**config.mk**
```make
export PLATFORM = sky130hd
export DESIGN_NAME = multicycle_ctrl_flat
export DESIGN_NICKNAME = d
export VERILOG_FILES = /design/src/rtl/multicycle_ctrl_if.sv /design/src/rtl/multicycle_ctrl.sv /design/src/flat_wrapper.sv
export SDC_FILE = /design/constraint.sdc
export NUM_CORES = 1
export LEC_CHECK = 0
export BUFFER_PORTS_ARGS = -buffer_cell sky130_fd_sc_hd__buf_2
export CORE_ASPECT_RATIO = 0.5
export CORE_MARGIN = 3
export CORE_UTILIZATION = 47
export DETAILED_ROUTE_END_ITERATION = 6
export PLACE_DENSITY = 0.8
export REMOVE_ABC_BUFFERS = 1
export SLEW_MARGIN = 40
export SYNTH_ARGS = -nofsm -noshare
export SYNTH_HDL_FRONTEND = slang
export SYNTH_SLANG_ARGS = --single-unit
```
**constraint.sdc**
```tcl
create_clock -name clk_i -period 1.5 [get_ports clk_i]
set_clock_uncertainty 0.05 [all_clocks]
set_input_delay 0.3 -clock clk_i [delete_from_list [all_inputs] [get_ports clk_i]]
set_output_delay 0.3 -clock clk_i [all_outputs]
set_load 0.05 [all_outputs]
```
**src/rtl/multicycle_ctrl_if.sv**
```systemverilog
// Bundle of control/handshake signals between the multi-cycle sequencer and
// its datapath + memory.
//   master : sequencer side (drives controls, status and counter)
//   slave  : datapath/memory side (drives start/halt, opcode, memory ack)
// Signal names keep the datapath's historical names so the control word
// lines up with the schematic.
interface multicycle_ctrl_if #(
  parameter int CNT_W = 16
);
  logic             start_i;
  logic             halt_i;
  logic [5:0]       op_i;
  logic             mem_ack_i;
  logic             mem_req_o;
  logic             MemRead_o;
  logic             MemWrite_o;
  logic             IorD_o;
  logic             IRWrite_o;
  logic             PCWrite_o;
  logic             PCWriteCond_o;
  logic [1:0]       PCSource_o;
  logic             ALUSrcA_o;
  logic [1:0]       ALUSrcB_o;
  logic [1:0]       ALUOp_o;
  logic             RegWrite_o;
  logic             RegDst_o;
  logic             MemtoReg_o;
  logic [2:0]       state_o;
  logic             illegal_o;
  logic             err_o;
  logic [CNT_W-1:0] instr_cnt_o;

  modport master (
    input  start_i, halt_i, op_i, mem_ack_i,
    output mem_req_o, MemRead_o, MemWrite_o, IorD_o, IRWrite_o,
           PCWrite_o, PCWriteCond_o, PCSource_o, ALUSrcA_o, ALUSrcB_o,
           ALUOp_o, RegWrite_o, RegDst_o, MemtoReg_o, state_o, illegal_o,
           err_o, instr_cnt_o
  );

  modport slave (
    output start_i, halt_i, op_i, mem_ack_i,
    input  mem_req_o, MemRead_o, MemWrite_o, IorD_o, IRWrite_o,
           PCWrite_o, PCWriteCond_o, PCSource_o, ALUSrcA_o, ALUSrcB_o,
           ALUOp_o, RegWrite_o, RegDst_o, MemtoReg_o, state_o, illegal_o,
           err_o, instr_cnt_o
  );
endinterface

```
**src/rtl/multicycle_ctrl.sv**
```systemverilog
// Multi-cycle MIPS sequencer (R-type, addi, lw, sw, beq, j).
// Walks FETCH/DECODE/EXEC/MEM/WB over a shared ALU, memory and register
// file, waits on a variable-latency memory, counts retired instructions,
// flags unknown opcodes and traps into a sticky ERR state on memory timeout.
// Ports:
//   clk_i  rising-edge clock
//   rst_i  asynchronous active-high reset
//   bus    multicycle_ctrl_if.master: start/halt/op/ack in, controls,
//          state, illegal pulse, error flag and retired count out
// All controls are decoded combinationally from state, latched opcode and
// mem_ack_i, so an asynchronous reset drops them in the same cycle.
module multicycle_ctrl #(
  parameter int MEM_TIMEOUT = 8,
  parameter int CNT_W       = 16
) (
  input  logic              clk_i,
  input  logic              rst_i,
  multicycle_ctrl_if.master bus
);
  typedef enum logic [2:0] {
    S_IDLE = 3'd0, S_FETCH = 3'd1, S_DECODE = 3'd2, S_EXEC = 3'd3,
    S_MEM  = 3'd4, S_WB    = 3'd5, S_ERR    = 3'd7
  } state_t;

  localparam logic [5:0] OP_R    = 6'b000000;
  localparam logic [5:0] OP_J    = 6'b000010;
  localparam logic [5:0] OP_BEQ  = 6'b000100;
  localparam logic [5:0] OP_ADDI = 6'b001000;
  localparam logic [5:0] OP_LW   = 6'b100011;
  localparam logic [5:0] OP_SW   = 6'b101011;

  // Counter just wide enough to hold MEM_TIMEOUT-1; with the timeout
  // disabled it free-runs and is ignored.
  localparam int WW = (MEM_TIMEOUT > 1) ? $clog2(MEM_TIMEOUT) : 1;

  state_t           state, state_d;
  logic [5:0]       op_q;
  logic [WW-1:0]    wait_cnt, wait_cnt_d;
  logic [CNT_W-1:0] instr_cnt;
  logic             retire, legal, timeout;
  state_t           boundary;

  always_comb begin
    legal    = op_q inside {OP_R, OP_J, OP_BEQ, OP_ADDI, OP_LW, OP_SW};
    timeout  = (MEM_TIMEOUT != 0) && !bus.mem_ack_i &&
               (wait_cnt == WW'(MEM_TIMEOUT - 1));
    // Every return to FETCH is an instruction boundary where halt applies.
    boundary = bus.halt_i ? S_IDLE : S_FETCH;

    state_d           = state;
    retire            = 1'b0;
    bus.mem_req_o     = 1'b0;
    bus.MemRead_o     = 1'b0;
    bus.MemWrite_o    = 1'b0;
    bus.IorD_o        = 1'b0;
    bus.IRWrite_o     = 1'b0;
    bus.PCWrite_o     = 1'b0;
    bus.PCWriteCond_o = 1'b0;
    bus.PCSource_o    = 2'b00;
    bus.ALUSrcA_o     = 1'b0;
    bus.ALUSrcB_o     = 2'b00;
    bus.ALUOp_o       = 2'b00;
    bus.RegWrite_o    = 1'b0;
    bus.RegDst_o      = 1'b0;
    bus.MemtoReg_o    = 1'b0;
    bus.illegal_o     = 1'b0;
    bus.err_o         = 1'b0;

    case (state)
      S_IDLE: if (bus.start_i) state_d = S_FETCH;
      S_FETCH: begin
        // ALU computes PC+4 while the instruction is read.
        bus.mem_req_o = 1'b1;
        bus.MemRead_o = 1'b1;
        bus.ALUSrcB_o = 2'b01;
        if (bus.mem_ack_i) begin
          bus.IRWrite_o = 1'b1;
          bus.PCWrite_o = 1'b1;
          state_d       = S_DECODE;
        end else if (timeout) begin
          state_d = S_ERR;
        end
      end
      S_DECODE: begin
        // Speculative branch target into ALUOut.
        bus.ALUSrcB_o = 2'b11;
        if (legal) state_d = S_EXEC;
        else begin
          bus.illegal_o = 1'b1;
          state_d       = boundary;
        end
      end
      S_EXEC: begin
        case (op_q)
          OP_R: begin
            bus.ALUSrcA_o = 1'b1;
            bus.ALUOp_o   = 2'b10;
            state_d       = S_WB;
          end
          OP_ADDI, OP_LW, OP_SW: begin
            bus.ALUSrcA_o = 1'b1;
            bus.ALUSrcB_o = 2'b10;
            state_d       = (op_q == OP_ADDI) ? S_WB : S_MEM;
          end
          OP_BEQ: begin
            bus.ALUSrcA_o     = 1'b1;
            bus.ALUOp_o       = 2'b01;
            bus.PCWriteCond_o = 1'b1;
            bus.PCSource_o    = 2'b01;
            retire            = 1'b1;
            state_d           = boundary;
          end
          OP_J: begin
            bus.PCWrite_o  = 1'b1;
            bus.PCSource_o = 2'b10;
            retire         = 1'b1;
            state_d        = boundary;
          end
          default: state_d = boundary;  // unreachable: DECODE filters
        endcase
      end
      S_MEM: begin
        bus.mem_req_o  = 1'b1;
        bus.IorD_o     = 1'b1;
        bus.MemWrite_o = (op_q == OP_SW);
        bus.MemRead_o  = (op_q != OP_SW);
        if (bus.mem_ack_i) begin
          if (op_q == OP_SW) begin
            retire  = 1'b1;
            state_d = boundary;
          end else begin
            state_d = S_WB;
          end
        end else if (timeout) begin
          state_d = S_ERR;
        end
      end
      S_WB: begin
        bus.RegWrite_o = 1'b1;
        bus.RegDst_o   = (op_q == OP_R);
        bus.MemtoReg_o = (op_q == OP_LW);
        retire         = 1'b1;
        state_d        = boundary;
      end
      S_ERR: bus.err_o = 1'b1;
      default: state_d = S_IDLE;
    endcase

    // Count only consecutive misses within one FETCH/MEM visit; entering,
    // acking or leaving all restart it.
    wait_cnt_d = '0;
    if ((state == S_FETCH || state == S_MEM) && !bus.mem_ack_i &&
        state_d == state)
      wait_cnt_d = wait_cnt + 1'b1;

    bus.state_o     = state;
    bus.instr_cnt_o = instr_cnt;
  end

  always_ff @(posedge clk_i or posedge rst_i) begin
    if (rst_i) begin
      state     <= S_IDLE;
      op_q      <= '0;
      wait_cnt  <= '0;
      instr_cnt <= '0;
    end else begin
      state    <= state_d;
      wait_cnt <= wait_cnt_d;
      if (state == S_FETCH && bus.mem_ack_i) op_q <= bus.op_i;
      if (retire) instr_cnt <= instr_cnt + 1'b1;
    end
  end
endmodule
```
**src/flat_wrapper.sv**
```systemverilog
// flat-port wrapper written by rule: the top's interface ports become plain ports
module multicycle_ctrl_flat 
#(
  parameter int MEM_TIMEOUT = 8,
  parameter int CNT_W       = 16
)
  (clk_i, rst_i, bus_start_i, bus_halt_i, bus_op_i, bus_mem_ack_i, bus_mem_req_o, bus_MemRead_o, bus_MemWrite_o, bus_IorD_o, bus_IRWrite_o, bus_PCWrite_o, bus_PCWriteCond_o, bus_PCSource_o, bus_ALUSrcA_o, bus_ALUSrcB_o, bus_ALUOp_o, bus_RegWrite_o, bus_RegDst_o, bus_MemtoReg_o, bus_state_o, bus_illegal_o, bus_err_o, bus_instr_cnt_o);
  multicycle_ctrl_if #(.CNT_W(CNT_W)) bus_i ();
  input  logic clk_i;
  input  logic rst_i;
  input wire logic [$bits(bus_i.start_i)-1:0] bus_start_i;
  input wire logic [$bits(bus_i.halt_i)-1:0] bus_halt_i;
  input wire logic [$bits(bus_i.op_i)-1:0] bus_op_i;
  input wire logic [$bits(bus_i.mem_ack_i)-1:0] bus_mem_ack_i;
  output wire logic [$bits(bus_i.mem_req_o)-1:0] bus_mem_req_o;
  output wire logic [$bits(bus_i.MemRead_o)-1:0] bus_MemRead_o;
  output wire logic [$bits(bus_i.MemWrite_o)-1:0] bus_MemWrite_o;
  output wire logic [$bits(bus_i.IorD_o)-1:0] bus_IorD_o;
  output wire logic [$bits(bus_i.IRWrite_o)-1:0] bus_IRWrite_o;
  output wire logic [$bits(bus_i.PCWrite_o)-1:0] bus_PCWrite_o;
  output wire logic [$bits(bus_i.PCWriteCond_o)-1:0] bus_PCWriteCond_o;
  output wire logic [$bits(bus_i.PCSource_o)-1:0] bus_PCSource_o;
  output wire logic [$bits(bus_i.ALUSrcA_o)-1:0] bus_ALUSrcA_o;
  output wire logic [$bits(bus_i.ALUSrcB_o)-1:0] bus_ALUSrcB_o;
  output wire logic [$bits(bus_i.ALUOp_o)-1:0] bus_ALUOp_o;
  output wire logic [$bits(bus_i.RegWrite_o)-1:0] bus_RegWrite_o;
  output wire logic [$bits(bus_i.RegDst_o)-1:0] bus_RegDst_o;
  output wire logic [$bits(bus_i.MemtoReg_o)-1:0] bus_MemtoReg_o;
  output wire logic [$bits(bus_i.state_o)-1:0] bus_state_o;
  output wire logic [$bits(bus_i.illegal_o)-1:0] bus_illegal_o;
  output wire logic [$bits(bus_i.err_o)-1:0] bus_err_o;
  output wire logic [$bits(bus_i.instr_cnt_o)-1:0] bus_instr_cnt_o;
  assign bus_i.start_i = bus_start_i;
  assign bus_i.halt_i = bus_halt_i;
  assign bus_i.op_i = bus_op_i;
  assign bus_i.mem_ack_i = bus_mem_ack_i;
  assign bus_mem_req_o = bus_i.mem_req_o;
  assign bus_MemRead_o = bus_i.MemRead_o;
  assign bus_MemWrite_o = bus_i.MemWrite_o;
  assign bus_IorD_o = bus_i.IorD_o;
  assign bus_IRWrite_o = bus_i.IRWrite_o;
  assign bus_PCWrite_o = bus_i.PCWrite_o;
  assign bus_PCWriteCond_o = bus_i.PCWriteCond_o;
  assign bus_PCSource_o = bus_i.PCSource_o;
  assign bus_ALUSrcA_o = bus_i.ALUSrcA_o;
  assign bus_ALUSrcB_o = bus_i.ALUSrcB_o;
  assign bus_ALUOp_o = bus_i.ALUOp_o;
  assign bus_RegWrite_o = bus_i.RegWrite_o;
  assign bus_RegDst_o = bus_i.RegDst_o;
  assign bus_MemtoReg_o = bus_i.MemtoReg_o;
  assign bus_state_o = bus_i.state_o;
  assign bus_illegal_o = bus_i.illegal_o;
  assign bus_err_o = bus_i.err_o;
  assign bus_instr_cnt_o = bus_i.instr_cnt_o;
  multicycle_ctrl #(.MEM_TIMEOUT(MEM_TIMEOUT), .CNT_W(CNT_W)) u_core (.clk_i(clk_i), .rst_i(rst_i), .bus(bus_i));
endmodule
```
==> results of run 1 <==
==> cell usage after synthesis, drive strengths merged, types with 2 or more instances <==
cell type / count
nor2: 21
o21ai: 7
nand3: 4
ha: 3
and3: 7
a31oi: 2
or3: 2
xnor2: 6
nand2b: 6
a2bb2oi: 2
inv: 5
dfrtp: 28
xor2: 11
nor3b: 6
nand2: 17
nor3: 3
buf: 7
nor4: 3
nor2b: 4
o22ai: 2
nand4: 4
a21oi: 11
mux2: 6
clkbuf: 4
==> through the flow <==
stage	worst slack, ns	hold WS [ns]	util [%]
floorplan	-1.53	0.315	-
global placement	-0.263	0.329	70.8
detailed placement	-0.387	0.340	70.8
CTS	-0.491	0.0309	87.5
==> timing repair <==
item,in CTS
resized for setup,109
buffers inserted,15
pin swaps,29
endpoints found under the setup margin,46
==> logic make-up after synthesis <==
kind of cell               Yosys count  share of synthesized area (%)
and+or+nand+nor                     84                           27.7
AOI/OAI and AO/OA                   28                           12.3
DFF                                 28                           40.8
xor gates and xnor gates            17                           8.66
buffers and inverters               16                           3.93
muxes                                7                           4.51
adders and majority gates            3                           2.18
==> impl_metrics.csv, run 1 <==
group,metric,value,unit
sta,worst_path_end_type,"output port",
synthesis,post-synth-top-area-cell,"dfrtp_1",
cts,cts_buffers,3,
synthesis,async_reset_ff_share,100,%
synthesis,postSynthAreaPerCell,9.39,um^2
floorplanning,fp.dieW,91.5,um
synthesis,ys_seq_area_share,40.8,%
global_route,grt_start_max_net_pins,29,
synthesis,ys_types,43,
status,tool.error,"[ERROR DPL-0038] Utilization greater than 100%, impossible to legalize",
synthesis,synth.top_cell.area_share,40.8,%
synthesis,synth_flop_cell,"dfrtp_1",
floorplanning,top_level_ports,49,
status,haltStage,"global routing",
status,status,"stopped before the end",
synthesis,ys_ff_latch,28,
cts,h-tree-depth,1,
synthesis,yosys-top-cells-area,"dfrtp_1 41%, xor2_1 5.6%, nor2_1 4.4%, nand2_1 3.7%, mux2_2 3.3%",
floorplanning,initial_utilization,53.1,%
cts,cts.hold.buffers_added,0,
synthesis,synth_edf_count,0,
cts,clock_path_buffers,2,
cts,clock_sinks,28,
place,portBuffers,48,
floorplanning,rows,14,
sta,crit_endpoint,"bus_ALUSrcA_o",
synthesis,synth_warnings,0,
synthesis,synthCells,183,
synthesis,syn-cell-area,1720,um^2
floorplanning,fp.dieH,48.8,um
place,dp.cells,311,
place,placed_cell_area,2290,um^2
place,dp_hpwl,3440,um
cts,cts-root-buf,"clkbuf_8",
place,place.gp.congestion,0.906,
==> inputs of run 2 (changes only) <==
Settings changed: CORE_ASPECT_RATIO 0.5 to unset, CORE_UTILIZATION 47 to 40, PLACE_DENSITY 0.8 to unset, PLACE_DENSITY_LB_ADDON set to 0.15.
Clock period 1.5 ns to 1.95 ns, I/O delays scaled along.
==> run 2 against run 1 <==
  * The flow now finishes, with violations (negative setup slack)
  * Synthesized cell count unchanged
  * Synthesized area did not move
==> impl_metrics.csv, run 2 <==
group,metric,value,unit
status,status,"finished, violations left",
status,violations,"negative setup slack",
sta,drv_slew,0,
floorplanning,top_level_ports,49,
synthesis,synth_flop_cell,"dfrtp_1",
critical_path,worstSetupPathType,"reg2out",
route,drc_errors,0,
global_route,grt-ovfl-total,0,
layout,largest_reg_flops,16,
synthesis,ys_seq_area_share,40.8,%
critical_path,slowest_delay,0.45,ns
sta,max_freq,479,MHz
cts,clock_sinks,28,
synthesis,synth_warnings,0,
synthesis,ys_ff_latch,28,
floorplanning,initial_utilization,42.1,%
floorplanning,fp.dieH,71.6,um
power,power-per-cell-area,1580,nW/um^2
global_route,grt_start_max_net_pins,29,
place,place.gp.congestion,0.774,
sta,finalCritPeriodShare,107,%
critical_path,path_cells,"or3_1 > a21oi_2 > nand2_1 > nor2_2 > buf_6",
synthesis,postSynthAreaPerCell,9.39,um^2
layout,area_growth,41.3,%
flow_run,maxCapViolations,0,
global_route,grt_pass1_vias,1476,
synthesis,netlist_top_cells_count,"28 x dfrtp_1, 20 x nor2_1, 17 x nand2_1, 11 x a21oi_1, 11 x xor2_1",
route,route.antenna.remaining_nets,0,
critical_path,cp_top_family,"simple AND/OR/NAND/NOR gates",
global_route,grt_pass1_wl,6830,um
sta,grt_setup_unrepaired,"true",
cts,cts_tree,"done",
global_route,grt.total_usage,16.4,%
global_route,antenna_found_initial,0,
route,wl_per_cell,13.8,um
synthesis,yosysMostFrequentCell,"dfrtp_1",
layout,layout_common_cells,"37 x buf_4, 30 x buf_2, 19 x dfrtp_1",
synthesis,syn-cell-area,1720,um^2
layout,seqCellArea,712,um^2
route,top_layer_used,"met4",
floorplanning,fp.dieW,71.6,um
synthesis,synth.top_cell.area_share,40.8,%
critical_path,reg2reg_depth,12,
floorplanning,core,4090,um^2
layout,layout_commonest_cell,"buf_4",
critical_path,cp_max_fo,5,
floorplanning,rows,23,
route,vias,1555,
critical_path,worstPathRequired,1.51,ns
route,wl,4180,um
cts,cts-root-buf,"clkbuf_8",
route,via_per_inst,5.12,
critical_path,r2r-start,"u_core.op_q[5]",
cts,clock_path_buffers,2,
route,wl_met3,236,um
synthesis,synthCells,183,
route,dr.pass1.iters,4,
sta,relSlewSlack,76.2,%
critical_path,critPathCaptureType,"primary output",
critical_path,setup.worst_path.start,"u_core.op_q[1]",
power,leakage,1.12,nW
critical_path,crit_arrival,1.65,ns
power,power,3.84,mW
route,wl_met2,1980,um
layout,fin_util,59.5,%
place,dp.cells,289,
cts,cts_buffers,3,
cts,h-tree-depth,1,
critical_path,worst-path-stages,5,
route,drtIter0Drc,63,
floorplanning,die-area,5120,um^2
route,wl_met1,1940,um
power,peakVddDrop,0.947,mV
critical_path,crit_path_top_delay_cell,"dfrtp_2",
min_path,hold_path_class,"in2async",
place,dp_hpwl,2920,um
sta,timing.final.crit_period,2.09,ns
layout,num-nets-final,270,
cts,path_clk_slew,0.09,ns
sta,hold_viol_final,0,
cts,insertion_delay,0.27,ns
critical_path,critPathLaunchType,"flip-flop",
layout,drive_gt1_share,50.4,%
place,portBuffers,48,
cts,cts.hold.buffers_added,0,
layout,multi_input_area,1040,um^2
sta,setup_slack,-0.140,ns
synthesis,synth_edf_count,0,
layout,final_cells,304,
sta,setup_viol,12,
layout,fill_cells,357,
synthesis,post-synth-top-area-cell,"dfrtp_1",
layout,antenna_cells,0,
synthesis,yosys-top-cells-area,"dfrtp_1 41%, xor2_1 5.6%, nor2_1 4.4%, nand2_1 3.7%, mux2_2 3.3%",
synthesis,ys_types,43,
sta,tightestPinTransition,0.357,ns
synthesis,async_reset_ff_share,100,%
critical_path,crit_buf_inv,1,
## run 2: cell counts after synthesis
Identical to the previous run, type by type.
## run 2: final timing paths
kind / endpoint / slack, ns
max in group asynchronous: u_core.op_q[3] / 1.45
hold / removal: u_core.bus.instr_cnt_o[6] / 0.11
setup / recovery: bus_ALUSrcA_o / -0.14
setup reg to reg: u_core.bus.state_o[2] / -0.08
hold reg to reg: u_core.wait_cnt[0] / 0.40
min in group clk_i: u_core.op_q[2] / 0.28
## run 2: area by class of cell
| class | instances | area share, % |
|---|---|---|
| clock buffer | 3 | 1.70 |
| tap | 50 | 2.57 |
| multi-input combinational | 139 | 42.6 |
| inverter | 5 | 0.772 |
| timing repair buffer | 79 | 23.0 |
| sequential | 28 | 29.3 |
## run 2: kinds of logic after synthesis
group                      Yosys count  synth area share (%)
and+or+nand+nor                     84                  27.7
AOI/OAI and AO/OA                   28                  12.3
DFF                                 28                  40.8
xor gates and xnor gates            17                  8.66
buffers and inverters               16                  3.93
muxes                                7                  4.51
adders and majority gates            3                  2.18
## run 2: worst register-to-register path: stages (launching register included)
cell and delay [ns]:
dfrtp_2 0.47, buf_4 0.17, nand3_1 0.09, a21oi_2 0.07
buf_4 0.13, buf_4 0.12, buf_4 0.12, buf_4 0.12
buf_4 0.12, buf_4 0.12, buf_4 0.12, a21oi_1 0.13
o22ai_1 0.09
## run 2: through the flow
step / setup WS, ns / setup TNS (ns) / hold WS, ns / cell area [um^2]
2_1_floorplan: -1.17 / -14.39 / 0.356 / 1670
3_3_place_gp: 0.0563 / 0 / 0.380 / 2120
3_5_place_dp: 0.0811 / 0 / 0.397 / 2120
4_1_cts: -0.105 / -0.528 / 0.121 / 2340
5_1_grt: -0.204 / -1.68 / 0.140 / 2430
6_report: -0.140 / -0.668 / 0.113 / 2430
## run 2: layer usage
metal,up-vias,global-route usage [%]
met5,-,0
met4,0,2.51
met3,4,3.65
met2,45,27.8
met1,733,21.9
li1,773,-
## run 2: report_power, final
group | switching [mW] | internal, mW | leakage [nW]
Sequential | 0.267 | 0.752 | 0.331
Clock | 0.175 | 0.139 | 0.0216
Combinational | 1.47 | 1.04 | 0.763
Total | 1.92 | 1.93 | 1.12
## run 2: timing repair
action | 4_1_cts | 5_1_grt
endpoints found under the setup margin | 16 | 20
pin swaps | 6 | 2
gates resized for setup | 39 | 27
buffers inserted | 10 | 2
No activity file was read; power rests on OpenSTA's default activity.
